`src/rtl/bus_arbiter_rr.sv`:
```
// bus_arbiter_rr: N-master to single-slave bus arbiter, one access in flight.
// A requester is chosen combinationally and routed to the slave in the same
// cycle. If the slave stalls, the grant is locked until ready_in arrives, the
// master withdraws its request, or the optional wait timeout fires.
// Ports:
//   clk, reset_n          clock, asynchronous active-low reset
//   m_*_in                per-master request fields (master i at slice i)
//   m_read_value_out      slave read data broadcast to all masters
//   m_ready_out/fault_out per-master completion / fault
//   address_out..write_value_out  routed slave request (zero when unrouted)
//   read_value_in, ready_in, fault_in  slave response
//   grant_out             one-hot routed master, zero when nothing routed
//   busy_out              high while a stalled access is locked
module bus_arbiter_rr #(
    parameter int unsigned NUM_MASTERS    = 2,
    parameter int unsigned ADDR_WIDTH     = 32,
    parameter int unsigned DATA_WIDTH     = 32,
    parameter int unsigned ROUND_ROBIN    = 1,
    parameter int unsigned TIMEOUT_CYCLES = 0
) (
    input  logic                                  clk,
    input  logic                                  reset_n,
    input  logic [NUM_MASTERS*ADDR_WIDTH-1:0]     m_address_in,
    input  logic [NUM_MASTERS-1:0]                m_read_in,
    input  logic [NUM_MASTERS-1:0]                m_write_in,
    input  logic [NUM_MASTERS*(DATA_WIDTH/8)-1:0] m_write_mask_in,
    input  logic [NUM_MASTERS*DATA_WIDTH-1:0]     m_write_value_in,
    output logic [DATA_WIDTH-1:0]                 m_read_value_out,
    output logic [NUM_MASTERS-1:0]                m_ready_out,
    output logic [NUM_MASTERS-1:0]                m_fault_out,
    output logic [ADDR_WIDTH-1:0]                 address_out,
    output logic                                  read_out,
    output logic                                  write_out,
    output logic [(DATA_WIDTH/8)-1:0]             write_mask_out,
    output logic [DATA_WIDTH-1:0]                 write_value_out,
    input  logic [DATA_WIDTH-1:0]                 read_value_in,
    input  logic                                  ready_in,
    input  logic                                  fault_in,
    output logic [NUM_MASTERS-1:0]                grant_out,
    output logic                                  busy_out
);

    localparam int unsigned MW = DATA_WIDTH / 8;
    localparam int unsigned IW = $clog2(NUM_MASTERS);
    localparam int unsigned CW = (TIMEOUT_CYCLES > 0) ? $clog2(TIMEOUT_CYCLES + 1) : 1;

    typedef enum logic {IDLE, BUSY} state_t;

    state_t          state, next_state;
    logic [IW-1:0]   last_winner, next_last;
    logic [IW-1:0]   locked_grant, next_locked;
    logic [CW-1:0]   wait_cnt, next_cnt;

    logic [NUM_MASTERS-1:0] req;
    logic                   winner_valid;
    logic [IW-1:0]          winner_idx;

    logic                   route_valid;
    logic [IW-1:0]          route_idx;
    logic                   kill_req;
    logic                   cplt;
    logic                   cplt_fault;
    logic [NUM_MASTERS-1:0] route_onehot;

    assign req = m_read_in | m_write_in;

    // Winner search: rotating from last_winner+1, or lowest index first.
    always_comb begin
        int unsigned cand;
        cand         = 0;
        winner_valid = 1'b0;
        winner_idx   = '0;
        for (int unsigned off = 1; off <= NUM_MASTERS; off++) begin
            if (ROUND_ROBIN != 0)
                cand = (32'(last_winner) + off) % NUM_MASTERS;
            else
                cand = off - 1;
            if (!winner_valid && req[IW'(cand)]) begin
                winner_valid = 1'b1;
                winner_idx   = IW'(cand);
            end
        end
    end

    // Next-state and routing decisions. While reset is held nothing is routed.
    always_comb begin
        next_state  = state;
        next_last   = last_winner;
        next_locked = locked_grant;
        next_cnt    = wait_cnt;
        route_valid = 1'b0;
        route_idx   = '0;
        kill_req    = 1'b0;
        cplt        = 1'b0;
        cplt_fault  = 1'b0;
        if (reset_n) begin
            case (state)
                IDLE: begin
                    if (winner_valid) begin
                        route_valid = 1'b1;
                        route_idx   = winner_idx;
                        if (ready_in) begin
                            cplt       = 1'b1;
                            cplt_fault = fault_in;
                            next_last  = winner_idx;
                        end else begin
                            next_state  = BUSY;
                            next_locked = winner_idx;
                            next_cnt    = CW'(1);
                        end
                    end
                end
                BUSY: begin
                    route_valid = 1'b1;
                    route_idx   = locked_grant;
                    if (ready_in) begin
                        // Slave response beats a simultaneous timeout.
                        cplt       = 1'b1;
                        cplt_fault = fault_in;
                        next_state = IDLE;
                        next_last  = locked_grant;
                        next_cnt   = '0;
                    end else if (!req[locked_grant]) begin
                        // Master withdrew: abort silently, priority unchanged.
                        kill_req   = 1'b1;
                        next_state = IDLE;
                        next_cnt   = '0;
                    end else if ((TIMEOUT_CYCLES > 0) && (wait_cnt == CW'(TIMEOUT_CYCLES))) begin
                        kill_req   = 1'b1;
                        cplt       = 1'b1;
                        cplt_fault = 1'b1;
                        next_state = IDLE;
                        next_last  = locked_grant;
                        next_cnt   = '0;
                    end else if (wait_cnt != {CW{1'b1}}) begin
                        next_cnt = wait_cnt + CW'(1);
                    end
                end
                default: next_state = IDLE;
            endcase
        end
    end

    // State register.
    always_ff @(posedge clk or negedge reset_n) begin
        if (!reset_n) begin
            state        <= IDLE;
            last_winner  <= IW'(NUM_MASTERS - 1);
            locked_grant <= '0;
            wait_cnt     <= '0;
        end else begin
            state        <= next_state;
            last_winner  <= next_last;
            locked_grant <= next_locked;
            wait_cnt     <= next_cnt;
        end
    end

    assign route_onehot = {{(NUM_MASTERS-1){1'b0}}, 1'b1} << route_idx;

    // Slave-side routing, zeroed when nothing is routed.
    assign address_out     = route_valid ? m_address_in[32'(route_idx)*ADDR_WIDTH +: ADDR_WIDTH] : '0;
    assign write_mask_out  = route_valid ? m_write_mask_in[32'(route_idx)*MW +: MW] : '0;
    assign write_value_out = route_valid ? m_write_value_in[32'(route_idx)*DATA_WIDTH +: DATA_WIDTH] : '0;
    assign read_out        = route_valid && !kill_req && m_read_in[route_idx];
    assign write_out       = route_valid && !kill_req && m_write_in[route_idx];

    // Master-side responses.
    assign grant_out        = route_valid ? route_onehot : '0;
    assign m_ready_out      = cplt ? route_onehot : '0;
    assign m_fault_out      = (cplt && cplt_fault) ? route_onehot : '0;
    assign m_read_value_out = read_value_in;
    assign busy_out         = (state == BUSY);

endmodule

```
`config.mk`:
```
export PLATFORM = sky130hd
export DESIGN_NAME = bus_arbiter_rr
export DESIGN_NICKNAME = d
export VERILOG_FILES = /design/src/rtl/bus_arbiter_rr.sv
export SDC_FILE = /design/constraint.sdc
export NUM_CORES = 1
export LEC_CHECK = 0
export ABC_AREA = 1
export CORE_AREA = 8 8 105 107
export CTS_CLUSTER_SIZE = 28
export DETAILED_ROUTE_END_ITERATION = 16
export DIE_AREA = 0 0 113 115
export GPL_ROUTABILITY_DRIVEN = 0
export PLACE_DENSITY = 0.78
export SKIP_LAST_GASP = 1
export SYNTH_ARGS = -nofsm -noshare
export SYNTH_HDL_FRONTEND = slang
export SYNTH_SLANG_ARGS = --single-unit
```
`constraint.sdc`:
```
create_clock -name clk -period 1.6 [get_ports clk]
set_input_delay 0.16 -clock clk [delete_from_list [all_inputs] [get_ports clk]]
set_output_delay 0.16 -clock clk [all_outputs]
set_load 0.05 [all_outputs]
```
==> impl_metrics.tcl, run 1 <==
set metrics [dict create \
    dp_cells 605 \
    power_density_nw_per_um2 1500 \
    core_um2 9460 \
    io_pins 285 \
    num_rows 36 \
    internal-power_uw 4070 \
    remaining_drc_errors 0 \
    final.fill_count 763 \
    die_area_um2 13000 \
    via_count 2745 \
    multi_input_area_um2 1800 \
    cap_violations 0 \
    cts_root_buffer "clkbuf_8" \
    swShare 0.516 \
    synth-seq-area-share 0.0531 \
    required_ps 1440 \
    drt_iter0_drc 108 \
    dr.pass1.iters 4 \
    power_frac_comb 0.954 \
    grt_first_pass_wirelength_mm 16.7 \
    ys_seq_elements 3 \
    hold_class "in -> out" \
    cp_top_family "flip-flops" \
    antenna_left 0 \
    endpoint_kind "primary output" \
    tightest_slew_ps 262 \
    clock-sinks 3 \
    place_hpwl_mm 9.09 \
    slowest_delay_ps 550 \
    p_leak_uw 0.00244 \
    die_h_um 115 \
    path_class "reg -> out" \
    p_total_uw 8410 \
    start_util 0.152 \
    rsz0062_at_grt "true" \
    period_minus_slack_ps 1950 \
    design_area_um2 5600 \
    synth_cell_type_count 22 \
    numCtsBuffers 3 \
    syn_avg_cell_area_um2 4.84 \
    wl_mm 11.4 \
    antenna_cells 0 \
    violations "setup timing" \
    clk_pin_slew_ps 40 \
    final_common_cell "clkdlybuf4s50_1" \
    ys_warn_count 0 \
    fin_cells 628 \
    via_per_inst 4.37 \
    cp-start-kind "flip-flop" \
    finalSetupViolCount 76 \
    syn_to_final_growth_pct 290 \
    critical_path_buf_inv_count 4 \
    layout_setup_ws_ps -349 \
    fmax_mhz 513 \
    port_buffers 220 \
    avgRoutedWirePerCell_um 18.2 \
    maxSlewViolCount 0 \
    grt_pass1_vias 3114 \
    htreeDepth 1 \
    synth_cells 297 \
    fin_crit_sh 1.22 \
    pwr-share-seq 0.019 \
    drive_above_1_share 0.539 \
    fp.dieW_um 113 \
    final_util 0.592 \
    cts_hold_buffers 0 \
    status "complete, but fails checks" \
    cts_tree "built" \
    antenna_found_initial 0 \
    insertion_delay_ps 220 \
    clk_path_buf_depth 2 \
    critPathMostFrequentCell "buf_12" \
    syn-cell-area_um2 1440 \
    grt-ovfl-total 0 \
    critical_path_cell_count 10 \
    slew_headroom 0.825 \
    worstHoldPathCells 0 \
    track_usage 0.162 \
    seqCellArea_um2 77.6 \
    finish.net_count 691 \
    skew_ps 5.08 \
    crit_chain "o21ai_2, nand3_4, nand2_4, nor2_4, buf_6, buf_12, buf_12, nand2_1, nand2_4, buf_12" \
    hold_violations 0 \
    p_sw_uw 4340 \
    max-vdd-ir-drop_mv 0.697 \
    clkPwrFrac 0.027 \
    place_area_um2 4910 \
    cp_slowest_cell "dfstp_2" \
    grt_max_degree 22 \
    cp_max_fo 9 \
    cp.arrival_ps 1790 \
    final_cell_mix "139 x clkdlybuf4s50_1, 85 x buf_12, 81 x nand2_1" \
    synth_nets 473 \
    reg2regPathDepth 7 \
]
[cell usage after synthesis]
cell type / number / share of area
dfstp_2: 1 / 0.018
nand4_1: 2 / 0.0087
buf_2: 6 / 0.021
nand2_4: 1 / 0.0078
nand2_1: 203 / 0.53
dfrtp_1: 2 / 0.035
buf_8: 1 / 0.010
o21ai_0: 3 / 0.010
nor2_1: 8 / 0.021
clkinv_2: 1 / 0.0035
nand3_1: 6 / 0.021
o211ai_1: 1 / 0.0052
o21ai_2: 1 / 0.0061
buf_4: 39 / 0.20
a21oi_1: 2 / 0.0070
nand2_2: 12 / 0.052
nand4_2: 1 / 0.0087
inv_1: 1 / 0.0026
nor2_2: 1 / 0.0044
inv_2: 3 / 0.0078
buf_6: 1 / 0.0078
nor2_4: 1 / 0.0078
[per-layer routing]
| metal | up-vias | global-route usage | share of wire | routed length (um) |
|---|---|---|---|---|
| met5 | - | 0 | 0 | 0 |
| li1 | 1303 | - | - | - |
| met1 | 1256 | 0.150 | 0.32 | 3690 |
| met2 | 170 | 0.327 | 0.56 | 6400 |
| met4 | 0 | 0.0373 | 0.016 | 181 |
| met3 | 16 | 0.0599 | 0.10 | 1150 |
[sequential cells by signal, indices dropped and copies added (netlist names)]
name / cells
locked_grant: 1
last_winner: 1
busy_out: 1
[area by class of cell]
cell class                 instances  area share
inverter                           5     0.00514
timing repair buffer             260       0.626
sequential                         3      0.0138
tap                              114      0.0255
clock buffer                       4     0.00804
multi-input combinational        242       0.322
[worst register-to-register path, cell delays in order (launching register included)]
cell and delay, ps:
dfstp_2 550, o21ai_2 90, nand3_4 80, nand2_4 70, buf_6 130, nand2_8 70, buf_6 120, o21ai_0 90
[through the flow]
step | TNS, ps | setup WS, ps | hold WS, ps
after global routing | -28320 | -436 | 320
after floorplan | -23.7 | -1.25 | -136
after global placement | -16980 | -290 | 320
final | -21890 | -349 | 320
after CTS | -18660 | -305 | 320
after detailed placement | -19510 | -339 | 320
[cells by family after synthesis]
family	synth area share
and+or+nand+nor	0.661
buffers and inverters	0.257
AOI/OAI and AO/OA	0.0287
DFF	0.0531
[worst paths after layout]
kind	endpoint	from	slack (ps)
setup / recovery	write_value_out[3]	last_winner$_DFFE_PN1P_	-350
hold / removal	m_read_value_out[11]	read_value_in[11]	320
setup reg to reg	last_winner$_DFFE_PN1P_	last_winner$_DFFE_PN1P_	320
hold reg to reg	last_winner$_DFFE_PN1P_	last_winner$_DFFE_PN1P_	540
max in group asynchronous	last_winner$_DFFE_PN1P_	reset_n	980
min in group asynchronous	busy_out$_DFFE_PN0P_	reset_n	390
[power groups by stage]
stage | clock network (uW) | registers, uW | logic, uW
after floorplan | 0 | 184 | 3810
after global placement | 0 | 140 | 6930
after detailed placement | 0 | 144 | 7040
after CTS | 231 | 147 | 7780
after global routing | 237 | 163 | 8370
final | 229 | 157 | 8030
[what timing repair did]
item                       4_1_cts  5_1_grt
cloned                           4        2
gates resized for setup         86       26
setup buffers                   11        4
setup endpoints to repair       76       76
pin swaps                       33       12
No activity file was read; power rests on OpenSTA's default activity.
==> run 2, diff against run 1 <==
- GPL_TIMING_DRIVEN: not set -> 0
==> impl_metrics.tcl, run 2 (synthesized netlist as in run 1, its figures left out) <==
set metrics [dict create \
    grt_max_degree 11 \
    power_density_nw_per_um2 1360 \
    finish.net_count 749 \
    fp.dieW_um 113 \
    antenna_left 0 \
    violations "setup timing" \
    p_leak_uw 0.00252 \
    clk_path_buf_depth 2 \
    hold_class "in -> async" \
    endpoint_kind "primary output" \
    max-vdd-ir-drop_mv 1.02 \
    hold_violations 0 \
    design_area_um2 5480 \
    finalSetupViolCount 76 \
    p_total_uw 7460 \
    rsz0062_at_grt "true" \
    final_common_cell "clkdlybuf4s50_1" \
    insertion_delay_ps 220 \
    via_count 2923 \
    place_hpwl_mm 9.33 \
    via_per_inst 4.26 \
    syn_to_final_growth_pct 281 \
    drt_iter0_drc 65 \
    avgRoutedWirePerCell_um 17.1 \
    path_class "reg -> out" \
    maxSlewViolCount 0 \
    clock-sinks 3 \
    fmax_mhz 510 \
    die_area_um2 13000 \
    port_buffers 252 \
    cap_violations 0 \
    grt_pass1_vias 3206 \
    antenna_found_initial 0 \
    track_usage 0.157 \
    cp_max_fo 4 \
    status "complete, but fails checks" \
    dp_cells 663 \
    fin_cells 686 \
    wl_mm 11.8 \
    layout_setup_ws_ps -360 \
    num_rows 36 \
    remaining_drc_errors 0 \
    grt_first_pass_wirelength_mm 16.4 \
    htreeDepth 1 \
    cts_root_buffer "clkbuf_8" \
    final_util 0.579 \
    drive_above_1_share 0.502 \
    clk_pin_slew_ps 30 \
    fin_crit_sh 1.22 \
    core_um2 9460 \
    required_ps 1440 \
    numCtsBuffers 3 \
    cp.arrival_ps 1800 \
    dr.pass1.iters 4 \
    io_pins 285 \
    antenna_cells 0 \
    cp-start-kind "flip-flop" \
    tightest_slew_ps 553 \
    die_h_um 115 \
    grt-ovfl-total 0 \
    start_util 0.152 \
    hold_ws_ps 57.5 \
    place_area_um2 4620 \
    period_minus_slack_ps 1960 \
    slew_headroom 0.630 \
    final_cell_mix "170 x clkdlybuf4s50_1, 90 x nand2_1, 77 x nand2_4" \
    cts_tree "built" \
    skew_ps 0.305 \
]
run 2: cell count changes in the layout (fill, tap and decap cells not counted), sizes merged:
| cell | change |
|---|---|
| clkdlybuf4s50 | +31 |
| clkbuf | +2 |
| buf | +22 |
| dlygate4sd2 | +2 |
| dlygate4sd3 | +1 |
run 2: worst paths after layout:
path	slack (ps)	startpoint	cells after the start	end
worst min-delay path	60	reset_n	1	last_winner$_DFFE_PN1P_
worst min register to register	500	last_winner$_DFFE_PN1P_	2	last_winner$_DFFE_PN1P_
max in group asynchronous	990	reset_n	2	busy_out$_DFFE_PN0P_
worst max-delay path	-360	busy_out$_DFFE_PN0P_	11	address_out[0]
min in group clk	500	last_winner$_DFFE_PN1P_	2	last_winner$_DFFE_PN1P_
worst max register to register	310	busy_out$_DFFE_PN0P_	7	last_winner$_DFFE_PN1P_
run 2: worst max-delay path: stages, from the launching register on:
cell     delay, ps
dfrtp_2        430
inv_4           90
nand4_4        110
nand2_2        130
nor2_4          50
buf_6          110
buf_8          120
buf_12         120
buf_4          140
nand2_4         60
nand2_4         60
buf_12         140
run 2: timing repair:
item                                   4_1_cts  5_1_grt
hold buffers                                 1        0
gates cloned                                 1        4
endpoints found under the hold margin        2        0
buffers inserted                             8        6
resized for setup                          581       93
pin swaps                                   12        2
setup endpoints to repair                   77       76
run 2: stage by stage:
stage / setup TNS, ps / setup slack (ps)
after floorplan: -23.7 / -1.25
after global placement: -80160 / -1180
after detailed placement: -81200 / -1180
after CTS: -18680 / -344
after global routing: -25270 / -420
final: -19430 / -360
run 2: final cells by class:
class,count,area [um^2]
clock buffers,4,45.0
repair buffers,271,2990
plain buffers,47,474
flip-flops and latches,3,77.6
fillers,785,3980
multi-input cells,242,1710
well taps,114,143
inverters,5,37.5
run 2: per-layer routing:
metal | track usage | vias up | part of all wire
met5 | 0 | - | 0
met4 | 0.0409 | 0 | 0.011
met3 | 0.0504 | 10 | 0.088
met2 | 0.309 | 164 | 0.56
met1 | 0.155 | 1334 | 0.34
li1 | - | 1415 | -
run 2: where the power goes:
| group | switching [uW] | internal (uW) |
|---|---|---|
| clock network | 51.0 | 170 |
| registers | 38.6 | 116 |
| logic | 4160 | 2920 |
| total | 4250 | 3210 |
